## src/rtl/alu_arbiter_pkg.sv

```systemverilog
// Shared definitions for the ALU arbiter: ALU opcode values, arbiter FSM
// states and the operand pattern that makes MOV read back the parity flag.
package alu_arbiter_pkg;

    localparam logic [2:0] OP_LDR  = 3'd0;
    localparam logic [2:0] OP_STR  = 3'd1;
    localparam logic [2:0] OP_ADDR = 3'd2;
    localparam logic [2:0] OP_XOR  = 3'd3;
    localparam logic [2:0] OP_MOV  = 3'd4;
    localparam logic [2:0] OP_LS   = 3'd5;
    localparam logic [2:0] OP_ADDI = 3'd6;
    localparam logic [2:0] OP_BR   = 3'd7;

    localparam logic [3:0] MOV_PARITY_SEL = 4'b1000;

    typedef enum logic [1:0] {
        IDLE  = 2'd0,
        ISSUE = 2'd1,
        FLAGS = 2'd2
    } arb_state_t;

endpackage

```

## src/rtl/alu_arbiter_rr_picker.sv

```systemverilog
// Combinational round-robin picker: one-hot grant for the first requester at
// or after the pointer, wrapping around the requester count.
module rr_picker
    import alu_arbiter_pkg::*;
#(
    parameter int N_REQ = 2,
    parameter int PTR_W = 1
) (
    input  logic [N_REQ-1:0] req_i,
    input  logic [PTR_W-1:0] ptr_i,
    output logic [N_REQ-1:0] gnt_o,
    output logic             valid_o
);

    // Scan offsets 0..N_REQ-1 from the pointer; the first asserted request wins.
    always_comb begin
        gnt_o   = '0;
        valid_o = 1'b0;
        for (int i = 0; i < N_REQ; i++) begin
            for (int j = 0; j < N_REQ; j++) begin
                if (!valid_o && (j == ((int'(ptr_i) + i) % N_REQ)) && req_i[j]) begin
                    gnt_o[j] = 1'b1;
                    valid_o  = 1'b1;
                end
            end
        end
    end

endmodule

```

## src/rtl/alu_arbiter.sv

```systemverilog
// Shares one ALU between N_REQ requesters: grant, issue, then collect the
// ALU's registered flags and return the result with a one-cycle done pulse.
module alu_arbiter
    import alu_arbiter_pkg::*;
#(
    parameter int N_REQ = 2,
    parameter int W     = 8
) (
    input  logic                    clk,
    input  logic                    reset,
    input  logic [N_REQ-1:0]        req_i,
    input  logic [N_REQ-1:0][2:0]   cmd_i,
    input  logic [N_REQ-1:0][W-1:0] a_i,
    input  logic [N_REQ-1:0][W-1:0] b_i,
    output logic [N_REQ-1:0]        gnt_o,
    output logic [N_REQ-1:0]        done_o,
    output logic [W-1:0]            rslt_o,
    output logic                    pari_o,
    output logic                    zero_o,
    output logic                    busy_o,
    output logic [2:0]              alu_cmd_o,
    output logic [W-1:0]            alu_a_o,
    output logic [W-1:0]            alu_b_o,
    input  logic [W-1:0]            alu_rslt_i,
    input  logic                    alu_pari_i,
    input  logic                    alu_zero_i
);

    localparam int PTR_W = (N_REQ > 1) ? $clog2(N_REQ) : 1;

    arb_state_t       state_q, state_d;
    logic [PTR_W-1:0] rr_ptr_q;
    logic [N_REQ-1:0] owner_q;
    logic [2:0]       cmd_q;
    logic [W-1:0]     a_q, b_q, rslt_q;
    logic             pari_q, zero_q;

    logic [N_REQ-1:0] pick_gnt;
    logic             pick_valid;
    logic [2:0]       sel_cmd;
    logic [W-1:0]     sel_a, sel_b;
    logic [PTR_W-1:0] owner_idx, next_ptr;

    rr_picker #(
        .N_REQ (N_REQ),
        .PTR_W (PTR_W)
    ) u_picker (
        .req_i   (req_i),
        .ptr_i   (rr_ptr_q),
        .gnt_o   (pick_gnt),
        .valid_o (pick_valid)
    );

    always_comb begin
        sel_cmd   = '0;
        sel_a     = '0;
        sel_b     = '0;
        owner_idx = '0;
        for (int i = 0; i < N_REQ; i++) begin
            if (pick_gnt[i]) begin
                sel_cmd = sel_cmd | cmd_i[i];
                sel_a   = sel_a | a_i[i];
                sel_b   = sel_b | b_i[i];
            end
            if (owner_q[i]) begin
                owner_idx = PTR_W'(i);
            end
        end
        next_ptr = (owner_idx == PTR_W'(N_REQ - 1)) ? '0 : owner_idx + PTR_W'(1);
    end

    always_ff @(posedge clk) begin
        if (reset) begin
            state_q <= IDLE;
        end else begin
            state_q <= state_d;
        end
    end

    always_comb begin
        state_d = state_q;
        case (state_q)
            IDLE:    if (pick_valid) state_d = ISSUE;
            ISSUE:   state_d = FLAGS;
            FLAGS:   state_d = IDLE;
            default: state_d = IDLE;
        endcase
    end

    // The ALU-drive registers only change on a grant, so while idle the ALU
    // keeps evaluating the last op and its parity flag stays valid for MOV.
    always_ff @(posedge clk) begin
        if (reset) begin
            rr_ptr_q <= '0;
            owner_q  <= '0;
            cmd_q    <= OP_BR;
            a_q      <= '0;
            b_q      <= '0;
            rslt_q   <= '0;
            pari_q   <= 1'b0;
            zero_q   <= 1'b0;
        end else begin
            case (state_q)
                IDLE: begin
                    if (pick_valid) begin
                        owner_q <= pick_gnt;
                        cmd_q   <= sel_cmd;
                        a_q     <= sel_a;
                        b_q     <= sel_b;
                    end
                end
                ISSUE: rslt_q <= alu_rslt_i;
                FLAGS: begin
                    pari_q   <= alu_pari_i;
                    zero_q   <= alu_zero_i;
                    rr_ptr_q <= next_ptr;
                end
                default: ;
            endcase
        end
    end

    // Flags come straight from the ALU during FLAGS so they line up with done_o.
    always_comb begin
        gnt_o  = '0;
        done_o = '0;
        busy_o = (state_q != IDLE);
        pari_o = pari_q;
        zero_o = zero_q;
        if (state_q == ISSUE) begin
            gnt_o = owner_q;
        end
        if (state_q == FLAGS) begin
            done_o = owner_q;
            pari_o = alu_pari_i;
            zero_o = alu_zero_i;
        end
    end

    assign rslt_o    = rslt_q;
    assign alu_cmd_o = cmd_q;
    assign alu_a_o   = a_q;
    assign alu_b_o   = b_q;

endmodule

```

## config.mk

```make
export PLATFORM = sky130hd
export DESIGN_NAME = alu_arbiter
export DESIGN_NICKNAME = d
export VERILOG_FILES = /design/src/rtl/alu_arbiter_pkg.sv /design/src/rtl/alu_arbiter_rr_picker.sv /design/src/rtl/alu_arbiter.sv
export SDC_FILE = /design/constraint.sdc
export NUM_CORES = 1
export LEC_CHECK = 0
export ABC_AREA = 1
export BUFFER_PORTS_ARGS = -buffer_cell sky130_fd_sc_hd__buf_4
export CORE_MARGIN = 3
export CORE_UTILIZATION = 47
export DETAILED_ROUTE_END_ITERATION = 8
export PLACE_DENSITY = 0.95
export SYNTH_ARGS = -nofsm -noshare
export SYNTH_HDL_FRONTEND = slang
export SYNTH_SLANG_ARGS = --single-unit
export TNS_END_PERCENT = 1
```

## constraint.sdc

```tcl
create_clock -name clk -period 1.93 [get_ports clk]
set_input_delay 0.2895 -clock clk [delete_from_list [all_inputs] [get_ports clk]]
set_output_delay 0.2895 -clock clk [all_outputs]
set_load 0.02 [all_outputs]
```

==> run summary, run 1 <==
initial antenna violation count - 0
Clock Power Share - 0.349
CP dominant cell by count - inv_1
CTS tree - built
top-area cell type share of the netlist area - 0.447
# clock sinks - 34
post-synthesis cell area - 1520 um^2
DP Area - 2180 um^2
Final Setup Violations - 0
Antenna Cells - 0
Hold Path Cell Cnt - 3
HP Class - input port to flop
Worst Path Arrival - 1.52 ns
slowest CP cell - dfxtp_1
Comb pwr share - 0.249
Worst Tran Pin Value - 0.644 ns
Final GP Congestion - 0.740
# H-tree levels - 2
status - completed
row cnt - 20
Seq/Total Area, Yosys - 0.447
setup bufs post-CTS - 0
f_max - 553 MHz
Routed Antenna Nets - 0
Nets - 359
Final Non-Filler Cells - 352
leakage - 1.24 nW
Sw Ratio - 0.288
reg2reg path depth - 7
pre-CTS setup slack - 0.411 ns
Via density - 4.82
IO Port Bufs - 85
max cap viols - 0
crit-path cells - inv_1, nor2_4, inv_1, nor2_1, buf_4
TritonCTS Buffers - 5
die width - 62.9 um
final wirelength - 4380 um
reg2reg setup slack - 0.51 ns
Peak VDD IR - 649 uV
sequential power share - 0.402
minimum clock period - 1.81 ns
Finished Cell Area - 2300 um^2
clk_lat worst skew - 0.36 ns
grt total ovfl - 0
clk root buf - clkbuf_4
final hold vios - 0
max_slew headroom - 0.571
vias in the first global route - 1632
Setup crit start - state_q[0]
HP Start - alu_rslt_i[5]
most frequent cells in the layout - buf_4, nand2_1, nand3_1, nor2_1, dfxtp_1
Power Density - 873 nW/um^2
cell count after synthesis - 223
cell count after placement - 344
Mapped Nets - 275
largest net degree at the start of global routing - 22
final slew viol count - 0
Fillers - 252
setup TNS - 0 ns
CP Max Fanout - 11
first-pass GRT wire length - 7310 um
Seq cells post-synth - 34
Mean Syn Cell Area - 6.82 um^2
reg2reg start - rr_ptr_q
Setup crit end kind - primary output
unrepaired setup endpoints after global routing - true
NetSw - 0.000577 W
final design utilization - 0.747
Synth area leader - dfxtp_1
top cells by area, synth - dfxtp_1, nand2_1, nand3_1
global-route usage over all layers - 0.235
max incr delay on CP - 0.42 ns
Internal Pwr Total - 0.00143 W
Starting Density - 0.494
Ys Warns - 0
core area - 3080 um^2
via count - 1698
Layout area overhead - 51.1%
DRC Markers - 0
critical path type - flop to primary output
Final WS setup - 0.122 ns
Post-DP HPWL - 3110 um
startpoint types - flop
clk_skew - 0.0112 ns
fin crit share - 0.937
Die Area - 3960 um^2
critical path data required time - 1.64 ns
share of layout cells above drive strength 1 - 0.347
most common cell after layout, fill and taps aside - buf_4
drt wl/cell - 12.4 um
CTS clk-pin slew, worst paths - 0.11 ns
drt first pass iters - 4
Ports - 86
Die Height - 62.9 um
buffer depth of the longest clock path - 2
DRT iter0 DRCs - 93
synth unique cells - 18
-- state kept, by name (all words and copies together) (netlist names) --
signal and flops:
alu_b_o 8, rslt_o 8, rr_ptr_q 1, pari_q 1, zero_q 1, owner_q 2
alu_cmd_o 3, state_q 2, alu_a_o 8
-- worst paths after layout --
| check | to |
|---|---|
| max | gnt_o[0] |
| min | rslt_o[5] |
| max reg2reg | alu_a_o[4] |
| min reg2reg | owner_q[1] |
-- repair_timing --
item | in CTS | in global routing
setup endpoints to repair | 0 | 5
hold buffers | 0 | 0
resized for setup | 0 | 3
-- Yosys cell counts, drive strengths merged --
| library cell | count |
|---|---|
| a21oi | 5 |
| and3 | 1 |
| buf | 11 |
| clkbuf | 1 |
| dfxtp | 34 |
| inv | 15 |
| nand2 | 61 |
| nand3 | 41 |
| nor2 | 40 |
| o21ai | 12 |
| or2 | 2 |
-- power by group through the flow --
stage	logic [W]	registers (W)	clock network, W
2_1_floorplan	0.000206	0.000886	0
3_3_place_gp	0.000489	0.000818	0
3_5_place_dp	0.000497	0.000820	0
4_1_cts	0.000501	0.000805	0.000701
5_1_grt	0.000548	0.000816	0.000734
6_report	0.000500	0.000806	0.000701
-- logic make-up (layout without fill, tap and decap cells) --
logic type / count (synthesis) / in the layout / share of synthesized area
buffers and inverters: 27 / 112 / 0.0806
AOI/OAI and AO/OA: 17 / 17 / 0.0658
and+or+nand+nor: 145 / 145 / 0.406
DFF: 34 / 34 / 0.447
-- cell type report --
class | count | area (um^2) | area share
clock buffer | 6 | 51.3 | 0.0223
clock inverter | 2 | 60.1 | 0.0261
inverter | 15 | 56.3 | 0.0245
multi-input combinational | 162 | 726 | 0.316
sequential | 34 | 682 | 0.297
tap | 44 | 55.1 | 0.0240
timing repair buffer | 89 | 668 | 0.291
-- routing by layer --
metal / wire length (um) / share of wire / track usage
met1: 1770 / 0.40 / 0.269
met2: 2170 / 0.49 / 0.399
met3: 366 / 0.084 / 0.0719
met4: 82 / 0.019 / 0.102
met5: 0 / 0 / 0
-- metrics by stage --
stage	total power (W)	hold WS (ns)
after CTS	0.00201	0.151
after global routing	0.00210	0.147
after detailed placement	0.00132	0.461
after floorplan	0.00109	0.424
after global placement	0.00131	0.449
final	0.00201	0.147
-- worst max-delay path, delay by kind of cell (launching register included) --
family                 cells  cell delay (ns)
AND/OR/NAND/NOR            2             0.30
buffers and inverters      3             0.44
flip-flops                 1             0.42
Power figures use the tool's default switching activity.
==> run 2: changes to the inputs <==
--- a/config.mk
+++ b/config.mk
@@ -7,8 +7,10 @@
 export LEC_CHECK = 0
 export ABC_AREA = 1
 export BUFFER_PORTS_ARGS = -buffer_cell sky130_fd_sc_hd__buf_4
+export CELL_PAD_IN_SITES_DETAIL_PLACEMENT = 1
+export CELL_PAD_IN_SITES_GLOBAL_PLACEMENT = 1
 export CORE_MARGIN = 3
-export CORE_UTILIZATION = 47
+export CORE_UTILIZATION = 31
 export DETAILED_ROUTE_END_ITERATION = 8
 export PLACE_DENSITY = 0.95
 export SYNTH_ARGS = -nofsm -noshare
==> run 2 against run 1 <==
Net effect:
- die area rose by 46%
- final area is 0.65% higher
- sequential power is essentially flat
- core utilization is 24 points lower
- via count rose by 0.71%
- first-iteration DRC count fell by 56%
- clock-buffer cell count increased by 1
- maximum frequency down 0.19%
==> run summary, run 2 (synthesis gave the netlist of run 1 again) <==
Worst Tran Pin Value - 0.522 ns (-0.122 ns)
clk_lat worst skew - 0.28 ns (-0.08 ns)
CTS tree - built
HP Class - input port to flop
max cap viols - 0 (unchanged)
row cnt - 24 (+20%)
Peak VDD IR - 386 uV (-41%)
Pwr Total - 0.00186 W (-7.3%)
via count - 1710 (+0.71%)
most frequent cells in the layout - buf_4, nand2_1, nand3_1, nor2_1, dfxtp_1
Layout area overhead - 52.1%
clk root buf - clkbuf_8
minimum clock period - 1.81 ns (+0.00351 ns)
DRC Markers - 0 (unchanged)
CP Max Fanout - 4 (-7)
reg2reg start - rr_ptr_q
share of layout cells above drive strength 1 - 0.348 (+0.000984)
Final WS setup - 0.118 ns (-0.00351 ns)
max_slew headroom - 0.652 (+0.0809)
Finished Cell Area - 2310 um^2 (+0.65%)
Power Density - 804 nW/um^2 (-7.9%)
DRT iter0 DRCs - 41 (-56%)
Starting Density - 0.336 (-0.159)
CTS Hold Buffers Added - 0 (unchanged)
Die Height - 76.1 um (+21%)
drt first pass iters - 4 (unchanged)
final hold vios - 0 (unchanged)
buffer depth of the longest clock path - 2 (unchanged)
Routed Antenna Nets - 0 (unchanged)
most common cell after layout, fill and taps aside - buf_4
global-route usage over all layers - 0.180 (-0.0551)
# clock sinks - 34 (unchanged)
leakage - 1.24 nW (-0.17%)
critical path type - flop to primary output
drt wl/cell - 13.5 um (+8.3%)
unrepaired setup endpoints after global routing - true
Worst Path Arrival - 1.52 ns (about the same)
Final Setup Violations - 0 (unchanged)
Via density - 4.56 (-5.5%)
f_max - 552 MHz (-0.19%)
setup bufs post-CTS - 0 (unchanged)
Post-DP HPWL - 3950 um (+27%)
Setup crit end kind - primary output
Die Area - 5780 um^2 (+46%)
Antenna Cells - 0 (unchanged)
IO Port Bufs - 85 (unchanged)
final wirelength - 5060 um (+15%)
core area - 4530 um^2 (+47%)
pre-CTS setup slack - 0.367 ns (-0.0436 ns)
Final GP Congestion - 0.729 (-1.4%)
first-pass GRT wire length - 8430 um (+15%)
status - completed
TritonCTS Buffers - 5 (unchanged)
die width - 76.1 um (+21%)
Nets - 361 (+0.56%)
Ports - 86 (unchanged)
critical path data required time - 1.64 ns (about the same)
final design utilization - 0.510 (-0.237)
HP Start - a_i[2]
fin crit share - 0.939 (+0.00182)
# H-tree levels - 2 (unchanged)
final slew viol count - 0 (unchanged)
CTS clk-pin slew, worst paths - 0.07 ns (-0.04 ns)
startpoint types - flop
grt total ovfl - 0 (unchanged)
setup TNS - 0 ns (unchanged)
initial antenna violation count - 0 (unchanged)
clk_skew - 0.00277 ns (-0.00841 ns)
largest net degree at the start of global routing - 18 (-18%)
DP Area - 2220 um^2 (+1.9%)
vias in the first global route - 1800 (+10%)
Setup crit start - state_q[1]
[run 2: critical path, stage by stage (launching register included)]
cell,delay [ns]
dfxtp_1,0.43
inv_1,0.09
nor2_2,0.14
inv_1,0.11
o21ai_0,0.24
inv_1,0.07
buf_4,0.16
[run 2: metrics by stage]
step	std cells	hold slack, ns
after floorplan	223	0.424
after global placement	367	0.456
after detailed placement	367	0.468
after CTS	375	0.219
after global routing	375	0.221
final	375	0.228
[run 2: power breakdown]
part / switching [W] / internal (W)
Clock: 0.000253 / 0.000288
Sequential: 0.0000380 / 0.000769
Combinational: 0.000287 / 0.000225
Total: 0.000578 / 0.00128
[run 2: what timing repair did]
item,4_1_cts,5_1_grt
resized for setup,0,3
endpoints found under the hold margin,0,0
setup endpoints to repair,0,4
[run 2: worst paths after layout]
kind	slack, ns	cells past startpoint	end
worst max-delay path	0.12	6	zero_o
worst min-delay path	0.23	3	alu_a_o[2]
worst max register to register	0.54	7	alu_a_o[5]
worst min register to register	0.47	2	owner_q[1]
[run 2: cell type report]
class / count / area (um^2)
fill: 608 / 2220
multi-input combinational: 162 / 721
timing repair buffer: 91 / 683
sequential: 34 / 681
clock buffer: 7 / 86.3
tap: 65 / 81.3
inverter: 15 / 56.3
clock inverter: 1 / 5.00
[run 2: per-layer routing]
layer	vias up	part of all wire	GRT usage
li1	874	-	-
met5	-	0	0
met1	781	0.41	0.201
met2	50	0.53	0.337
met3	5	0.051	0.0473
met4	0	0.0083	0.0435
==> run 3: changes to the inputs <==
--- a/config.mk
+++ b/config.mk
@@ -9,7 +9,7 @@
 export BUFFER_PORTS_ARGS = -buffer_cell sky130_fd_sc_hd__buf_4
 export CELL_PAD_IN_SITES_DETAIL_PLACEMENT = 1
 export CELL_PAD_IN_SITES_GLOBAL_PLACEMENT = 1
-export CORE_MARGIN = 3
+export CORE_MARGIN = 2
 export CORE_UTILIZATION = 31
 export DETAILED_ROUTE_END_ITERATION = 8
 export PLACE_DENSITY = 0.95
==> run 3 against run 2 <==
Net effect:
- critical path depth down 1
- non-clock buffer count fell by 1
- sequential share of layout area fell by 0.16 points
- first-iteration DRC count down 15%
- routed wire length shrank 2.8%
- largest power group unchanged
- via count rose by 0.99%
- maximum frequency is 1.1% higher
- sequential power hardly changed
==> run summary, run 3 (synthesis gave the netlist of run 1 again) <==
core area - 4720 um^2 (+4.2%)
Worst Tran Pin Value - 0.611 ns (+0.0889 ns)
Antenna Cells - 0 (unchanged)
final design utilization - 0.492 (-0.0178)
Final Setup Violations - 0 (unchanged)
clk_skew - 0.00603 ns (+0.00326 ns)
Pwr Total - 0.00197 W (+5.7%)
slowest CP cell - dfxtp_1
Comb pwr share - 0.260 (-0.015)
minimum clock period - 1.79 ns (-0.0206 ns)
initial antenna violation count - 0 (unchanged)
CTS clk-pin slew, worst paths - 0.07 ns (about the same)
reg2reg start - rr_ptr_q
Via density - 4.59 (+0.73%)
Peak VDD IR - 466 uV (+21%)
share of layout cells above drive strength 1 - 0.350 (+0.00113)
Die Height - 74.1 um (-2.6%)
setup TNS - 0 ns (unchanged)
DRC Markers - 0 (unchanged)
Clock Power Share - 0.330 (+0.039)
max_slew headroom - 0.592 (-0.0594)
startpoint types - flop
Post-DP HPWL - 3710 um (-6.0%)
Internal Pwr Total - 0.00137 W (+7.1%)
die width - 74.1 um (-2.6%)
CP Max Fanout - 11 (+7)
NetSw - 0.000594 W (+2.8%)
largest net degree at the start of global routing - 22 (+4)
max incr delay on CP - 0.41 ns (-0.02 ns)
crit-path cells - inv_1, nor2_2, inv_2, nor2_1, buf_4
most common cell after layout, fill and taps aside - buf_4
Final Non-Filler Cells - 376 (+0.27%)
vias in the first global route - 1760 (-2.2%)
Starting Density - 0.322 (-0.0134)
# clock sinks - 34 (unchanged)
Sw Ratio - 0.302 (-0.00871)
Final GP Congestion - 0.762 (+4.6%)
most frequent cells in the layout - buf_4, nand2_1, nand3_1, nor2_1, dfxtp_1
HP Start - a_i[1]
Layout area overhead - 52.9%
f_max - 558 MHz (+1.1%)
Hold Path Sink - alu_a_o[1]
Die Area - 5480 um^2 (-5.2%)
crit path buf inv count - 3 (-1)
Hold Path Cell Cnt - 3 (unchanged)
Crit path max-delay family - buffers and inverters
CTS tree - built
DRT iter0 DRCs - 35 (-15%)
setup bufs post-CTS - 0 (unchanged)
clk root buf - clkbuf_8
status - completed
reg2reg path depth - 7 (unchanged)
max cap viols - 0 (unchanged)
clk_lat worst skew - 0.28 ns (about the same)
IO Port Bufs - 85 (unchanged)
Power Density - 845 nW/um^2 (+5.2%)
# H-tree levels - 2 (unchanged)
fin crit share - 0.928 (-0.0107)
Ports - 86 (unchanged)
drt first pass iters - 4 (unchanged)
Worst Path Arrival - 1.50 ns (-0.02 ns)
R2R Path End - alu_a_o[5]
final hold vios - 0 (unchanged)
critical path type - flop to primary output
Setup crit end kind - primary output
unrepaired setup endpoints after global routing - false
final wirelength - 4910 um (-2.8%)
global-route usage over all layers - 0.185 (+0.00566)
leakage - 1.25 nW (+0.39%)
Nets - 360 (-0.28%)
grt total ovfl - 0 (unchanged)
critical path data required time - 1.64 ns (about the same)
reg2reg setup slack - 0.50 ns (-0.04 ns)
drt wl/cell - 13.1 um (-3.1%)
buffer depth of the longest clock path - 2 (unchanged)
HP Class - input port to flop
first-pass GRT wire length - 7850 um (-6.9%)
final slew viol count - 0 (unchanged)
row cnt - 25 (+4.2%)
Routed Antenna Nets - 0 (unchanged)
cell count after placement - 368 (+0.27%)
sequential power share - 0.410 (-0.024)
via count - 1727 (+0.99%)
TritonCTS Buffers - 5 (unchanged)
run 3: cell count changes in the layout (fill, tap and decap cells not counted):
cell,delta
clkbuf_8,-1
bufinv_16,+1
buf_4,-1
clkbuf_1,-1
clkinv_2,+1
run 3: worst max path at each step:
| stage | end | start | slack (ns) | depth (start not counted) |
|---|---|---|---|---|
| 6_report | gnt_o[0] | state_q[0] | 0.14 | 5 |
| 5_1_grt | gnt_o[0] | state_q[0] | 0.002 | 5 |
| 3_3_place_gp | gnt_o[1] | state_q[0] | 0.45 | 5 |
| 4_1_cts | zero_o | state_q[1] | 0.05 | 6 |
| 2_1_floorplan | gnt_o[0] | state_q[0] | 0.50 | 5 |
| 3_5_place_dp | zero_o | state_q[1] | 0.37 | 6 |
run 3: per-layer routing:
metal / track usage / vias to the layer above / routed length [um]
met5: 0 / - / 0
met4: 0.0485 / 0 / 43
met3: 0.0434 / 5 / 290
met2: 0.329 / 52 / 2490
met1: 0.225 / 797 / 2090
li1: - / 873 / -
run 3: area by class of cell:
class                   count  area (um^2)
multi-input cells         162          721
clock inverters             3         40.0
fillers                   629         2400
clock buffers               5         68.8
inverters                  15         56.3
well taps                  67         83.8
repair buffers             90          676
flip-flops and latches     34          681
run 3: stage by stage:
step	setup slack [ns]	hold slack (ns)	cell area [um^2]
after CTS	0.0450	0.224	2320
after detailed placement	0.366	0.462	2210
final	0.139	0.228	2330
after floorplan	0.496	0.424	1520
after global routing	0.00153	0.236	2330
after global placement	0.454	0.451	2210
run 3: worst min-delay path: cells and delay by family:
family | cells | cell delay, ns
AND/OR/NAND/NOR | 2 | 0.12
buffers and inverters | 1 | 0.08
run 3: power groups by stage:
| stage | logic, W | clock network [W] | registers [W] |
|---|---|---|---|
| after CTS | 0.000516 | 0.000659 | 0.000806 |
| after global routing | 0.000567 | 0.000691 | 0.000813 |
| after detailed placement | 0.000513 | 0 | 0.000822 |
| after floorplan | 0.000206 | 0 | 0.000886 |
| after global placement | 0.000496 | 0 | 0.000819 |
| final | 0.000511 | 0.000649 | 0.000807 |
run 3: timing repair:
| action | CTS | global route |
|---|---|---|
| hold buffers | 0 | 0 |
| resized for setup | 0 | 3 |
| endpoints found under the setup margin | 0 | 4 |
